==> src/rtl/uart_arb_pkg.sv <==
// Shared constants and state encoding for the UART transmit arbiter.
package uart_arb_pkg;

    localparam int unsigned ByteW         = 8;
    localparam int unsigned DefNCh        = 4;
    localparam int unsigned DefTimeoutCyc = 1000;

    typedef enum logic [1:0] {
        StIdle     = 2'd0,
        StFetch    = 2'd1,
        StWaitDone = 2'd2
    } arb_state_e;

endpackage

==> src/rtl/rr_pick.sv <==
// Combinational round-robin selector: first set request at or above ptr, wrapping.
module rr_pick #(
    parameter int unsigned N_CH = 4,
    parameter int unsigned CH_W = 2
) (
    input  logic [N_CH-1:0] req,
    input  logic [CH_W-1:0] ptr,
    output logic [CH_W-1:0] grant_idx,
    output logic            any_req
);

    always_comb begin
        int unsigned idx;
        idx       = 0;
        grant_idx = '0;
        any_req   = 1'b0;
        for (int unsigned i = 0; i < N_CH; i++) begin
            idx = (32'(ptr) + i) % N_CH;
            if (!any_req && req[CH_W'(idx)]) begin
                any_req   = 1'b1;
                grant_idx = CH_W'(idx);
            end
        end
    end

endmodule

==> src/rtl/uart_tx_arbiter.sv <==
// Frame-granular round-robin arbiter sharing one UART transmitter between N_CH byte streams.
module uart_tx_arbiter
    import uart_arb_pkg::*;
#(
    parameter int unsigned N_CH        = DefNCh,
    parameter int unsigned CH_W        = 2,
    parameter int unsigned TIMEOUT_CYC = DefTimeoutCyc,
    parameter int unsigned TO_W        = 10
) (
    input  logic                  clk,
    input  logic                  rst_n,
    input  logic [N_CH*ByteW-1:0] ch_data,
    input  logic [N_CH-1:0]       ch_valid,
    input  logic [N_CH-1:0]       ch_last,
    output logic [N_CH-1:0]       ch_ready,
    input  logic                  uart_tx_status,
    input  logic                  uart_tx_over,
    output logic [ByteW-1:0]      uart_tx_data,
    output logic                  uart_tx_data_ready,
    output logic [CH_W-1:0]       grant_ch,
    output logic                  busy,
    output logic                  timeout_err
);

    arb_state_e       state_q;
    logic [CH_W-1:0]  grant_q;
    logic [CH_W-1:0]  rr_ptr_q;
    logic [TO_W-1:0]  stall_q;
    logic [ByteW-1:0] data_q;
    logic             last_q;
    logic             data_ready_q;
    logic             busy_q;
    logic             timeout_q;

    logic [CH_W-1:0]  pick_idx;
    logic             pick_any;
    logic             sel_valid;
    logic             sel_last;
    logic [ByteW-1:0] sel_data;
    logic             handshake;
    logic [CH_W-1:0]  next_ptr;

    rr_pick #(
        .N_CH (N_CH),
        .CH_W (CH_W)
    ) u_rr_pick (
        .req       (ch_valid),
        .ptr       (rr_ptr_q),
        .grant_idx (pick_idx),
        .any_req   (pick_any)
    );

    assign sel_valid = ch_valid[grant_q];
    assign sel_last  = ch_last[grant_q];
    assign sel_data  = ch_data[grant_q*ByteW +: ByteW];
    assign handshake = (state_q == StFetch) && sel_valid && !uart_tx_status;
    assign next_ptr  = (grant_q == CH_W'(N_CH - 1)) ? '0 : grant_q + CH_W'(1);

    always_comb begin
        ch_ready          = '0;
        ch_ready[grant_q] = handshake;
    end

    always_ff @(posedge clk or negedge rst_n) begin
        if (!rst_n) begin
            state_q      <= StIdle;
            grant_q      <= '0;
            rr_ptr_q     <= '0;
            stall_q      <= '0;
            data_q       <= '0;
            last_q       <= 1'b0;
            data_ready_q <= 1'b0;
            busy_q       <= 1'b0;
            timeout_q    <= 1'b0;
        end else begin
            data_ready_q <= 1'b0;
            timeout_q    <= 1'b0;
            unique case (state_q)
                StIdle: begin
                    if (pick_any) begin
                        grant_q <= pick_idx;
                        busy_q  <= 1'b1;
                        stall_q <= '0;
                        state_q <= StFetch;
                    end
                end
                StFetch: begin
                    // A byte offered on the limit cycle is still taken; abort only when idle.
                    if (handshake) begin
                        data_q       <= sel_data;
                        last_q       <= sel_last;
                        stall_q      <= '0;
                        data_ready_q <= 1'b1;
                        state_q      <= StWaitDone;
                    end else if (!sel_valid) begin
                        if (stall_q == TO_W'(TIMEOUT_CYC - 1)) begin
                            timeout_q <= 1'b1;
                            busy_q    <= 1'b0;
                            rr_ptr_q  <= next_ptr;
                            stall_q   <= '0;
                            state_q   <= StIdle;
                        end else begin
                            stall_q <= stall_q + TO_W'(1);
                        end
                    end
                end
                StWaitDone: begin
                    // An over pulse coincident with our start strobe belongs to the previous byte.
                    if (uart_tx_over && !data_ready_q) begin
                        if (last_q) begin
                            busy_q   <= 1'b0;
                            rr_ptr_q <= next_ptr;
                            state_q  <= StIdle;
                        end else begin
                            state_q <= StFetch;
                        end
                    end
                end
                default: state_q <= StIdle;
            endcase
        end
    end

    assign uart_tx_data       = data_q;
    assign uart_tx_data_ready = data_ready_q;
    assign grant_ch           = grant_q;
    assign busy               = busy_q;
    assign timeout_err        = timeout_q;

endmodule

==> config.mk <==
export PLATFORM = sky130hd
export DESIGN_NAME = uart_tx_arbiter
export DESIGN_NICKNAME = d
export VERILOG_FILES = /design/src/rtl/uart_arb_pkg.sv /design/src/rtl/rr_pick.sv /design/src/rtl/uart_tx_arbiter.sv
export SDC_FILE = /design/constraint.sdc
export NUM_CORES = 1
export LEC_CHECK = 0
export ABC_AREA = 0
export CORE_MARGIN = 1.5
export CORE_UTILIZATION = 55
export CTS_CLUSTER_DIAMETER = 150
export DETAILED_ROUTE_END_ITERATION = 8
export DONT_BUFFER_PORTS = 1
export PLACE_DENSITY = 0.71
export SETUP_SLACK_MARGIN = 0.02
export SLEW_MARGIN = 0
export SYNTH_ARGS = -nofsm -noshare
export SYNTH_HDL_FRONTEND = slang
export SYNTH_SLANG_ARGS = --single-unit
==> constraint.sdc <==
create_clock -name clk -period 4 [get_ports clk]
set_input_delay 0.4 -clock clk [delete_from_list [all_inputs] [get_ports clk]]
set_output_delay 0.4 -clock clk [all_outputs]
set_load 0.1 [all_outputs]
# Word-level counts from Yosys, hierarchy flattened

Index checks and enable logic that the tools add are counted.
W data, S select, Z words.

ROM bits: 0
Memory bits (writable): 0
Memories: 0
Output and inout port bits: 17
Bits in latches: 0
Bits in registers: 28

Shifts and indexed selects: 1
Reductions and logical operators: 22
Order comparisons: 6
Bitwise operators: 1
Eq/ne operators: 12
Div/mod/pow operators: 0
Add/subtract/negate cells: 5
Mux-type cells: 54
$mul: 0

Operator list:

| operator                | number |
|---|---|
| $mux W10                | 4 |
| $shiftx A32 B6 Y8       | 1 |
| $mux W2                 | 15 |
| $mux W1                 | 24 |
| $pmux W10 S2            | 1 |
| $lt A2 B3 Y1 const B    | 5 |
| $bmux W1 S2             | 6 |
| $add A10 B1 Y10 const B | 1 |
| $eq A10 B10 Y1 const B  | 1 |
| $ne A2 B2 Y1 const B    | 5 |
| $logic_and A1 B1 Y1     | 7 |
| $reduce_and A7 Y1       | 1 |
| $pmux W2 S3             | 1 |
| $reduce_and A6 Y1       | 1 |
| $logic_not A1 Y1        | 5 |
| $add A2 B1 Y2 const B   | 2 |
| $add A2 B2 Y2 const B   | 2 |
| $and A4 B4 Y4           | 1 |
| $eq A2 B2 Y1 const B    | 2 |
| $pmux W2 S2             | 1 |
| $reduce_and A2 Y1       | 2 |
| $reduce_and A4 Y1       | 1 |
| $reduce_bool A2 Y1      | 2 |
| $ne A3 B2 Y1 const B    | 1 |
| other kinds (9)         | 9 |

# Longest topological paths before layout

Gate-level depths: netlist of run 1.

Depth in word-level cells: 14
Depth in mapped cells: 7
Mapped depth without buffers: 7

# Cells and area by module

A second synthesis of run 1 with hierarchy kept.

Cells, all modules: 165
Area total of the unflattened synthesis: 1794.2 µm²

Modules (own cells, without submodules):

| module          | times used | seq. area each (µm²) | cells an instance | area an instance (µm²) |
|---|---|---|---|---|
| uart_tx_arbiter | 1          | 700.7                | 150               | 1716.6 |
| rr_pick         | 1          | 0.0                  | 15                | 77.6 |

# Worst setup path before layout of run 1

Ideal clock, no wire load.

Path kind: register -> output
From: register grant_q[0], in the netlist grant_ch[0]
To: output ch_ready[0]
Path slack: 678 ps
Data arrival time: 2922 ps
Buffers on the path: 2
Stages on the path, launching flop included: 6
Path through: dfrtp_1 > mux4_2 > and3_1 > clkbuf_1 > buf_1 > and2_1

Longest elaborated chain between the ends: 5
Elaborated cells on any way between the ends: 10
Those cells by class: order compare (2); mux (4); bitwise (1); reduce/logical (3)

RTL lines:

| element                                                                     | line                                         | text |
|---|---|---|
| start, declared                                                             | uart_tx_arbiter.sv:26                        | `logic [CH_W-1:0] grant_q;` |
| start signal, assigned                                                      | uart_tx_arbiter.sv:81                        | `grant_q <= pick_idx;` |
| $lt A2 B3 Y1 (not written as such), or another cell as far along            | uart_tx_arbiter.sv:61                        | `ch_ready[grant_q] = handshake;` |
| $logic_and A1 B1 Y1 (not written as such) / $mux W1 (equally long branches) | uart_tx_arbiter.sv:61, uart_tx_arbiter.sv:53 |  |
| $mux W1 (not written as such) / $logic_and A1 B1 Y1 (equally long branches) | uart_tx_arbiter.sv:61, uart_tx_arbiter.sv:56 |  |
| $demux W1 S2 / $logic_and A1 B1 Y1 (equally long branches)                  | uart_tx_arbiter.sv:61, uart_tx_arbiter.sv:56 |  |
| $and A4 B4 Y4 (no source line) (*)                                          | --                                           |  |
| end, declared                                                               | uart_tx_arbiter.sv:15                        | `output logic [N_CH-1:0] ch_ready,` |

Every way passes the cells marked *; elsewhere a longest branch is shown, timed or not. The select of a mux whose other input is x is not followed.

# Final worst setup path of run 1

From: register grant_q[1], in the netlist grant_ch[1]
To: output ch_ready[1]

The elaborated chain is that of the path after synthesis.

==> flow_summary_export.csv, run 1 <==
group,metric,value,unit
run_status,status,"completed",
power_and_ir_drop,leakagePower,0.884,nW
logic_synthesis,synth_edf_count,0,
drt,drt_pass1_iterations,4,
die,die_y,60.1,µm
die,rows,20,
drt,drc,0,
logic_synthesis,netlist_instances,169,
sta,whs,258,ps
logic_synthesis,async_flop_share,1.00,
global_routing,grt_usage,0.237,
power_and_ir_drop,report.power.total,1.72,mW
final_layout,drive_gt1_frac,0.205,
die,core-area,3080,µm²
clock_network,clk_pin_slew_worst_paths,150,ps
worst_setup_path,cpMaxStageDelayCell,"and3_1",
worst_setup_path,reg2reg_from,"grant_ch[1]",
die,initial_core_util,0.583,
place,globalplace.congestion,0.883,
clock_network,clockBufferDepth,2,
drt,drtAntennaViolNets,0,
clock_network,cts-root-buf,"clkbuf_4",
clock_network,htree_levels,1,
logic_synthesis,yosysWarnings,0,
place,portBuffers,0,
sta,worst_slack,1110,ps
place,pre_cts_ws,1510,ps
worst_setup_path,arrival,2490,ps
worst_setup_path,crit_chain,"buf_4, mux4_2, and3_1, and2_1, buf_4",
worst_setup_path,cp.required,3600,ps
die,ios,61,
final_layout,syn2layout_area_growth,9.21,%
clock_network,clk_latency,340,ps
worst_setup_path,crit_start,"grant_ch[1]",
global_routing,grt_pass1_wl,6290,µm
global_routing,grt-ovfl-total,0,
logic_synthesis,seq_area_frac_synth,0.391,
power_and_ir_drop,ir_drop,0.000630,V
worst_setup_path,critPathLaunchType,"register",
sta,setup_viol,0,
sta,fin_crit_sh,0.723,
final_layout,final_cell_area,1960,µm²
sta,timing.fmax,346,MHz
sta,finalCriticalPeriod,2890,ps
clock_network,tritoncts,"yes",
logic_synthesis,synthesis.nets,223,
die,die-area,3610,µm²
power_and_ir_drop,power_density,880,nW/µm²
final_layout,fillers,240,
die,die_w,60.1,µm
clock_network,cts.sinks,28,
global_routing,grt_pass1_vias,1397,
clock_network,numCtsBuffers,3,
sta,fin_tns_setup,0,ps
worst_setup_path,crit_type,"reg2out",
global_routing,antenna_found_initial,0,
logic_synthesis,yosys-top-cells-area,"dfrtp_1 39%, mux4_2 11%, ha_1 7.0%",
logic_synthesis,netlist.area_leader.share,0.391,
logic_synthesis,ys_types,40,
place,placed_area,1880,µm²
sta,finalMaxSlewViolations,0,
final_layout,nets,231,
drt,avgRoutedWirePerCell,17.7,µm
final_layout,mostFrequentLayoutCell,"dfrtp_1",
drt,avgViaCountPerCell,6.18,
worst_setup_path,endpoint_kind,"primary output",
final_layout,diodes,0,
sta,worst_pin_slew,939,ps
drt,drtIter0Drc,73,
final_layout,final_cell_mix,"27 x dfrtp_1, 15 x nand2_1, 11 x a21oi_1, 10 x inv_1, 10 x ha_1",
worst_hold_path,min_path_type,"in2reg",
sta,relSlewSlack,0.374,
logic_synthesis,synth_area_per_cell,10.6,µm²
logic_synthesis,synth_area_leader_cell,"dfrtp_1",
place,dp_hpwl,2920,µm
logic_synthesis,ys.flop_type,"dfrtp_1",
worst_setup_path,crit_path_max_incr_delay,550,ps
worst_setup_path,crit_top_cell,"buf_4",
global_routing,grt_max_degree,29,
worst_hold_path,hold_start,"ch_valid[3]",
worst_setup_path,crit_fanout,16,
run,maxCapViolCount,0,
sta,hold_viol,0,
drt,wirelength,3890,µm
drt,via_count,1359,
sta,rsz0062_at_grt,"no",
logic_synthesis,netlist_area,1790,µm²
sta,skew,5.52,ps
logic_synthesis,synth-seq-cells,28,
==> per-stage QoR <==
step / utilization / instances
floorplan: - / 169
global placement: 0.609 / 214
detailed placement: 0.609 / 214
CTS: 0.636 / 220
global route: 0.636 / 220
finish: 0.636 / 220
==> final timing paths <==
path | end | slack (ps) | cells after the start
worst max-delay path | ch_ready[1] | 1110 | 5
worst min-delay path | grant_ch[0] | 260 | 2
worst max register to register | rr_ptr_q[1] | 1510 | 6
worst min register to register | stall_q[1] | 550 | 2
max in group asynchronous | grant_ch[0] | 3360 | 2
min in group asynchronous | stall_q[7] | 480 | 2
==> metal layers <==
| layer | vias to the layer above | part of all wire | GRT usage | wire length [µm] |
|---|---|---|---|---|
| met5 | - | 0 | 0 | 0 |
| met4 | 0 | 0.025 | 0.0921 | 97 |
| met3 | 11 | 0.065 | 0.0433 | 252 |
| met2 | 55 | 0.52 | 0.411 | 2030 |
| met1 | 661 | 0.39 | 0.289 | 1510 |
| li1 | 632 | - | - | - |
==> state kept, by name (all words and copies together), names as in the netlist <==
| signal | count |
|---|---|
| grant_ch | 2 |
| busy | 1 |
| state_q | 2 |
| last_q | 1 |
| rr_ptr_q | 2 |
| uart_tx_data_ready | 1 |
| timeout_err | 1 |
| uart_tx_data | 8 |
| stall_q | 10 |
==> cell usage after synthesis, drive strengths merged (2+ instances only) <==
master	count
dfrtp	28
nand2	16
a21oi	11
mux2	11
ha	10
inv	10
mux4	10
nor2	9
o21ai	9
and2	7
nand3	5
and3	4
nor4	4
a21o	3
clkbuf	3
nand2b	3
nor3	3
buf	2
o21a	2
or3	2
or4	2
==> area by class of cell <==
cell class / count / area [µm²] / share of cell area
Sequential cell: 28 / 702 / 0.358
Multi-Input combinational cell: 126 / 1040 / 0.529
Tap cell: 44 / 55.1 / 0.0281
Timing Repair Buffer: 8 / 75.1 / 0.0383
Clock buffer: 3 / 22.5 / 0.0115
Inverter: 10 / 37.5 / 0.0192
Clock inverter: 1 / 30.0 / 0.0153
==> what timing repair did <==
item / 4_1_cts / 5_1_grt
gates resized for setup: 0 / 0
endpoints found under the hold margin: 28 / 0
setup buffers: 0 / 0
hold buffers: 2 / 0
setup endpoints to repair: 0 / 0
==> logic make-up (layout without fill, tap and decap cells) <==
family          after synthesis  after routing  share of synthesized area
flops                        28             28                      0.391
fa+ha+maj                    10             10                     0.0698
simple gates                 59             59                      0.174
mux                          22             22                      0.207
buf+inv                      15             22                     0.0314
compound gates               35             35                      0.128
==> worst max-delay path, delay by kind of cell (launching register included) <==
kind	cells	cell delay (ps)
buffers and inverters	2	680
flip-flops	1	360
multiplexers	1	340
AND/OR/NAND/NOR	2	770
==> report_power, final <==
| group | leakage (nW) | total, mW | internal, mW | switching [mW] |
|---|---|---|---|---|
| logic | 0.500 | 0.723 | 0.303 | 0.419 |
| registers | 0.357 | 0.814 | 0.366 | 0.448 |
| clock network | 0.0279 | 0.187 | 0.101 | 0.0851 |
| total | 0.884 | 1.72 | 0.771 | 0.952 |
(Power assumes the default switching activity.)
==> inputs of run 2 (changes only) <==
==> constraint.sdc (replaced) <==
create_clock -name clk -period 2.77 [get_ports clk]
set_input_delay 0.277 -clock clk [delete_from_list [all_inputs] [get_ports clk]]
set_output_delay 0.277 -clock clk [all_outputs]
set_load 0.1 [all_outputs]
==> run 2 against run 1 <==
Compared with the run above: final cell count increased by 0.45%; clock skew decreased by 1.9 ps; die area unchanged; sequential cell count unchanged; utilization increased by 2.1 points; count of clock-buffer cells in the layout unchanged; critical endpoint unchanged; cell area increased by 3.3%; critical path type unchanged; combinational power increased by 55%; worst hold slack got worse by 130 ps; first-iteration DRC count decreased by 25%; highest routed layer unchanged; largest cell class unchanged; non-clock buffer count increased by 1; largest power group unchanged; critical path depth unchanged.
==> flow_summary_export.csv, run 2 (synthesized netlist as in run 1, its figures left out) <==
group,metric,value,unit
clock_network,clockBufferDepth,2,
clock_network,post_cts_buffers,0,
worst_setup_path,ff2ff_path_depth,5,
sta,worst_pin_slew,920,ps
worst_setup_path,endpoint,"ch_ready[1]",
worst_setup_path,crit_fanout,16,
sta,relSlewSlack,0.387,
sta,setup_viol,0,
drt,drtIter0Drc,55,
worst_setup_path,reg2reg_slack,480,ps
worst_hold_path,min_path_type,"in2reg",
final_layout,layout.cells.non_filler,221,
worst_setup_path,cp.required,2490,ps
place,dp.cells,215,
die,ios,61,
sta,rsz0062_at_grt,"no",
worst_setup_path,crit_buf_inv,2,
sta,skew,3.61,ps
place,globalplace.congestion,0.945,
worst_setup_path,reg2reg_to,"stall_q[4]",
worst_setup_path,crit_start,"state_q[1]",
worst_setup_path,cp_top_family,"simple AND/OR/NAND/NOR gates",
global_routing,grt_pass1_wl,6300,µm
sta,worst_slack,294,ps
place,dp_hpwl,2970,µm
drt,avgViaCountPerCell,6.15,
worst_setup_path,crit_chain,"inv_1, ha_1, and3_1, and2_2, buf_12",
final_layout,syn2layout_area_growth,12.8,%
die,initial_core_util,0.583,
sta,finalCriticalPeriod,2480,ps
power_and_ir_drop,leakagePower,0.903,nW
final_layout,drive_gt1_frac,0.237,
die,die-area,3610,µm²
drt,via_count,1359,
place,portBuffers,0,
worst_setup_path,cpMaxStageDelayCell,"and3_1",
die,die_w,60.1,µm
sta,finalMaxSlewViolations,0,
sta,hold_viol,0,
clock_network,cts.sinks,28,
run,maxCapViolCount,0,
sta,fin_tns_setup,0,ps
die,core-area,3080,µm²
worst_setup_path,path_depth,5,
run_status,status,"completed",
place,pre_cts_ws,523,ps
sta,fin_crit_sh,0.894,
final_layout,fillers,242,
power_and_ir_drop,power_density,1250,nW/µm²
drt,drc,0,
power_and_ir_drop,ir_drop,0.000824,V
drt,drtAntennaViolNets,0,
worst_setup_path,arrival,2200,ps
sta,timing.fmax,404,MHz
global_routing,antenna_found_initial,0,
die,die_y,60.1,µm
global_routing,grt_usage,0.236,
global_routing,grt_pass1_vias,1385,
global_routing,grt-ovfl-total,0,
clock_network,clk_latency,330,ps
worst_setup_path,critPathLaunchType,"register",
clock_network,clk_pin_slew_worst_paths,160,ps
final_layout,final_cell_mix,"26 x dfrtp_1, 15 x nand2_1, 11 x a21oi_1, 10 x inv_1, 10 x ha_1",
clock_network,cts-root-buf,"clkbuf_4",
worst_setup_path,crit_type,"reg2out",
drt,drt_pass1_iterations,5,
clock_network,numCtsBuffers,3,
clock_network,htree_levels,1,
global_routing,grt_max_degree,29,
drt,avgRoutedWirePerCell,17.4,µm
final_layout,top_register,"stall_q",
drt,wirelength,3850,µm
worst_setup_path,crit_path_max_incr_delay,570,ps
die,rows,20,
final_layout,nets,232,
clock_network,tritoncts,"yes",
worst_setup_path,reg2reg_from,"grant_ch[0]",
final_layout,diodes,0,
final_layout,mostFrequentLayoutCell,"dfrtp_1",
final_layout,largest_register_ffs,10,
worst_setup_path,endpoint_kind,"primary output",
## run 2: worst min-delay path by stage
stage                      from  depth (start not counted)           to  slack [ps]
global placement          rst_n                          0  rr_ptr_q[1]         -20
finish              ch_valid[3]                          2  grant_ch[0]         120
CTS                 ch_valid[3]                          2  grant_ch[0]         120
detailed placement        rst_n                          0  rr_ptr_q[1]         -20
global route        ch_valid[3]                          2  grant_ch[0]         120
floorplan                 rst_n                          0         busy         -20
## run 2: metal layers
layer | GRT usage | up-vias | wire length [µm]
li1 | - | 634 | -
met2 | 0.398 | 70 | 1970
met1 | 0.312 | 651 | 1500
met4 | 0.0603 | 0 | 25
met5 | 0 | - | 0
met3 | 0.0476 | 4 | 353
## run 2: timing repair
| action | 4_1_cts | 5_1_grt |
|---|---|---|
| hold buffers | 2 | 0 |
| endpoints found under the setup margin | 0 | 0 |
| endpoints found under the hold margin | 28 | 0 |
| gates resized for setup | 0 | 0 |
## run 2: worst register-to-register path: stages (launching register included)
cell     delay [ps]
dfrtp_2         410
mux4_2          560
and3_1          240
nor3_1          580
o21ai_0         210
a21o_1          220
## run 2: power by group
part / internal (mW) / leakage, nW / total (mW) / switching (mW)
combinational: 0.462 / 0.519 / 1.12 / 0.656
sequential: 0.530 / 0.355 / 1.14 / 0.613
clock: 0.146 / 0.0279 / 0.271 / 0.125
total: 1.14 / 0.903 / 2.53 / 1.39
## run 2: stage by stage
step,instance area (µm²),utilization,hold WS (ps),total power [mW]
final,2020,0.657,123,2.53
after CTS,2020,0.657,119,2.53
after floorplan,1800,-,-18.6,2.00
after detailed placement,1940,0.630,-17.8,2.25
after global placement,1940,0.630,-18.0,2.19
after global routing,2020,0.657,123,2.67
## run 2: layout make-up
class                      instances  area, µm²  share of cell area
clock inverter                     1       30.0              0.0149
clock buffer                       3       22.5              0.0111
timing repair buffer               9        133              0.0656
multi-input combinational        126       1040               0.515
sequential                        28        703               0.348
inverter                          10       37.5              0.0186
tap                               44       55.1              0.0272
==> inputs of run 3 (changes only) <==
--- a/config.mk
+++ b/config.mk
@@ -5,7 +5,8 @@
 export SDC_FILE = /design/constraint.sdc
 export NUM_CORES = 1
 export LEC_CHECK = 0
-export ABC_AREA = 0
+export ABC_AREA = 1
+export CORE_ASPECT_RATIO = 0.7
 export CORE_MARGIN = 1.5
 export CORE_UTILIZATION = 55
 export CTS_CLUSTER_DIAMETER = 150
@@ -16,4 +17,5 @@
 export SLEW_MARGIN = 0
 export SYNTH_ARGS = -nofsm -noshare
 export SYNTH_HDL_FRONTEND = slang
+export SYNTH_HIERARCHICAL = 1
 export SYNTH_SLANG_ARGS = --single-unit
==> run 3 against run 2 <==
Compared with the run above: non-clock buffer count up 2; largest cell class unchanged; count of clock-buffer cells in the layout is the same; sequential power up 4%; sequential cell count unchanged.
==> flow_summary_export.csv, run 3 <==
group,metric,value,unit
global_routing,antenna_found_initial,0,
logic_synthesis,ys.flop_type,"dfrtp_1",
global_routing,grt-ovfl-total,0,
sta,hold_viol,0,
clock_network,clk_pin_slew_worst_paths,100,ps
final_layout,top_register,"stall_q",
logic_synthesis,synth-seq-cells,28,
worst_setup_path,endpoint_kind,"primary output",
final_layout,diodes,0,
drt,drtIter0Drc,210,
final_layout,nets,408,
die,initial_core_util,0.589,
place,dp.cells,399,
logic_synthesis,yosysMostFrequentCell,"nand2_1",
place,portBuffers,0,
sta,fin_crit_sh,0.894,
global_routing,grt_pass1_vias,2133,
final_layout,fin_util,0.639,
drt,avgViaCountPerCell,5.50,
final_layout,fillers,369,
power_and_ir_drop,ir_drop,0.000814,V
logic_synthesis,yosysWarnings,6,
worst_setup_path,reg2reg_from,"rr_ptr_q[0]",
die,ios,61,
logic_synthesis,ys_top_cells_by_count,"79 x nand2_1, 71 x nor2_1, 36 x inv_1",
sta,finalCriticalPeriod,2480,ps
clock_network,numCtsBuffers,3,
logic_synthesis,async_flop_share,1.00,
final_layout,final_cell_area,2580,µm²
logic_synthesis,synth_area_leader_cell,"dfrtp_1",
worst_setup_path,arrival,2200,ps
sta,whs,248,ps
die,die-area,4740,µm²
worst_setup_path,cp.required,2490,ps
logic_synthesis,netlist_instances,350,
logic_synthesis,seq_area_frac_synth,0.294,
sta,setup_viol,0,
final_layout,largest_register_ffs,10,
place,dp_hpwl,4390,µm
drt,drtAntennaViolNets,0,
worst_hold_path,hold_start,"ch_data[29]",
place,placed_area,2480,µm²
logic_synthesis,synth_area_per_cell,6.80,µm²
final_layout,syn2layout_area_growth,8.46,%
power_and_ir_drop,power_density,1280,nW/µm²
worst_setup_path,crit_type,"reg2out",
worst_setup_path,crit_start,"grant_ch[1]",
clock_network,cts.sinks,28,
logic_synthesis,synthesis.nets,404,
global_routing,grt_usage,0.258,
final_layout,multi_input_area,1440,µm²
drt,via_count,2228,
die,core-area,4040,µm²
logic_synthesis,netlist_area,2380,µm²
sta,finalMaxSlewViolations,0,
run,maxCapViolCount,0,
run_status,status,"completed",
logic_synthesis,synth_edf_count,0,
sta,worst_slack,295,ps
sta,skew,8.13,ps
drt,avgRoutedWirePerCell,14.2,µm
die,rows,19,
worst_setup_path,critPathLaunchType,"register",
final_layout,final_cell_mix,"79 x nand2_1, 67 x nor2_1, 36 x inv_1, 27 x dfrtp_1, 26 x nand3_1",
place,pre_cts_ws,566,ps
logic_synthesis,yosys-top-cells-area,"dfrtp_1 29%, nand2_1 12%, nor2_1 11%",
place,globalplace.congestion,0.886,
clock_network,cts-root-buf,"clkbuf_8",
die,die_y,58.1,µm
global_routing,grt_max_degree,29,
power_and_ir_drop,leakagePower,1.22,nW
worst_setup_path,reg2reg_slack,560,ps
logic_synthesis,netlist.area_leader.share,0.294,
logic_synthesis,ys_types,29,
sta,worst_pin_slew,930,ps
final_layout,mostFrequentLayoutCell,"nand2_1",
clock_network,postCtsResizedCells,0,
clock_network,tritoncts,"yes",
final_layout,layout.cells.non_filler,405,
clock_network,clk_latency,280,ps
global_routing,grt_pass1_wl,9450,µm
clock_network,clockBufferDepth,2,
drt,wirelength,5740,µm
drt,drc,0,
sta,relSlewSlack,0.380,
clock_network,post_cts_buffers,0,
drt,drt_pass1_iterations,5,
worst_hold_path,min_path_type,"in2reg",
clock_network,htree_levels,1,
final_layout,drive_gt1_frac,0.164,
die,die_w,81.6,µm
sta,timing.fmax,404,MHz
final_layout,ff_latch_area,702,µm²
worst_setup_path,crit_fanout,15,
sta,rsz0062_at_grt,"no",
run 3: through the flow:
step | total power [mW] | setup TNS, ps
detailed placement | 2.97 | 0
global placement | 2.92 | 0
global route | 3.56 | 0
floorplan | 2.67 | -1810
finish | 3.31 | 0
CTS | 3.32 | 0
run 3: worst paths after layout:
path | depth (start not counted) | to
max reg2reg | 11 | stall_q[5]
min reg2reg | 2 | stall_q[9]
max | 5 | ch_ready[3]
min | 2 | uart_tx_data[5]
max in group asynchronous | 2 | grant_ch[0]
min in group asynchronous | 2 | uart_tx_data[4]
run 3: power breakdown:
part,switching [mW],total (mW),internal [mW]
logic,1.22,1.79,0.571
registers,0.652,1.19,0.538
clock network,0.138,0.332,0.194
total,2.01,3.31,1.30
run 3: cell families after synthesis:
logic type               after synthesis  share of synthesized area
buffers and inverters                 52                      0.104
AO/OA/AOI/OAI                         46                      0.123
AND/OR/NAND/NOR                      212                      0.419
XOR/XNOR                               2                    0.00736
adder cells (fa/ha/maj)               10                     0.0525
flip-flops                            28                      0.294
run 3: worst max-delay path, stage by stage (launching register included):
cell and delay (ps):
dfrtp_1 600, inv_1 330, nand3_2 230, nand4_4 310
nor2_2 250, buf_12 200
run 3: area by class of cell:
cell class,instances,area share
timing repair buffer,11,0.0572
multi-input combinational,270,0.559
sequential,28,0.272
inverter,40,0.0591
clock buffer,3,0.0160
tap,52,0.0252
clock inverter,1,0.0116
run 3: repair_timing:
item,in CTS,in global routing
hold buffers,2,0
endpoints found under the setup margin,0,0
hold endpoints to repair,28,0
run 3: metal layers:
| layer | vias up | global-route usage | wire length (µm) |
|---|---|---|---|
| li1 | 1119 | - | - |
| met2 | 90 | 0.423 | 2550 |
| met1 | 1011 | 0.339 | 2640 |
| met5 | - | 0 | 0 |
| met4 | 0 | 0.0654 | 48 |
| met3 | 8 | 0.0693 | 500 |
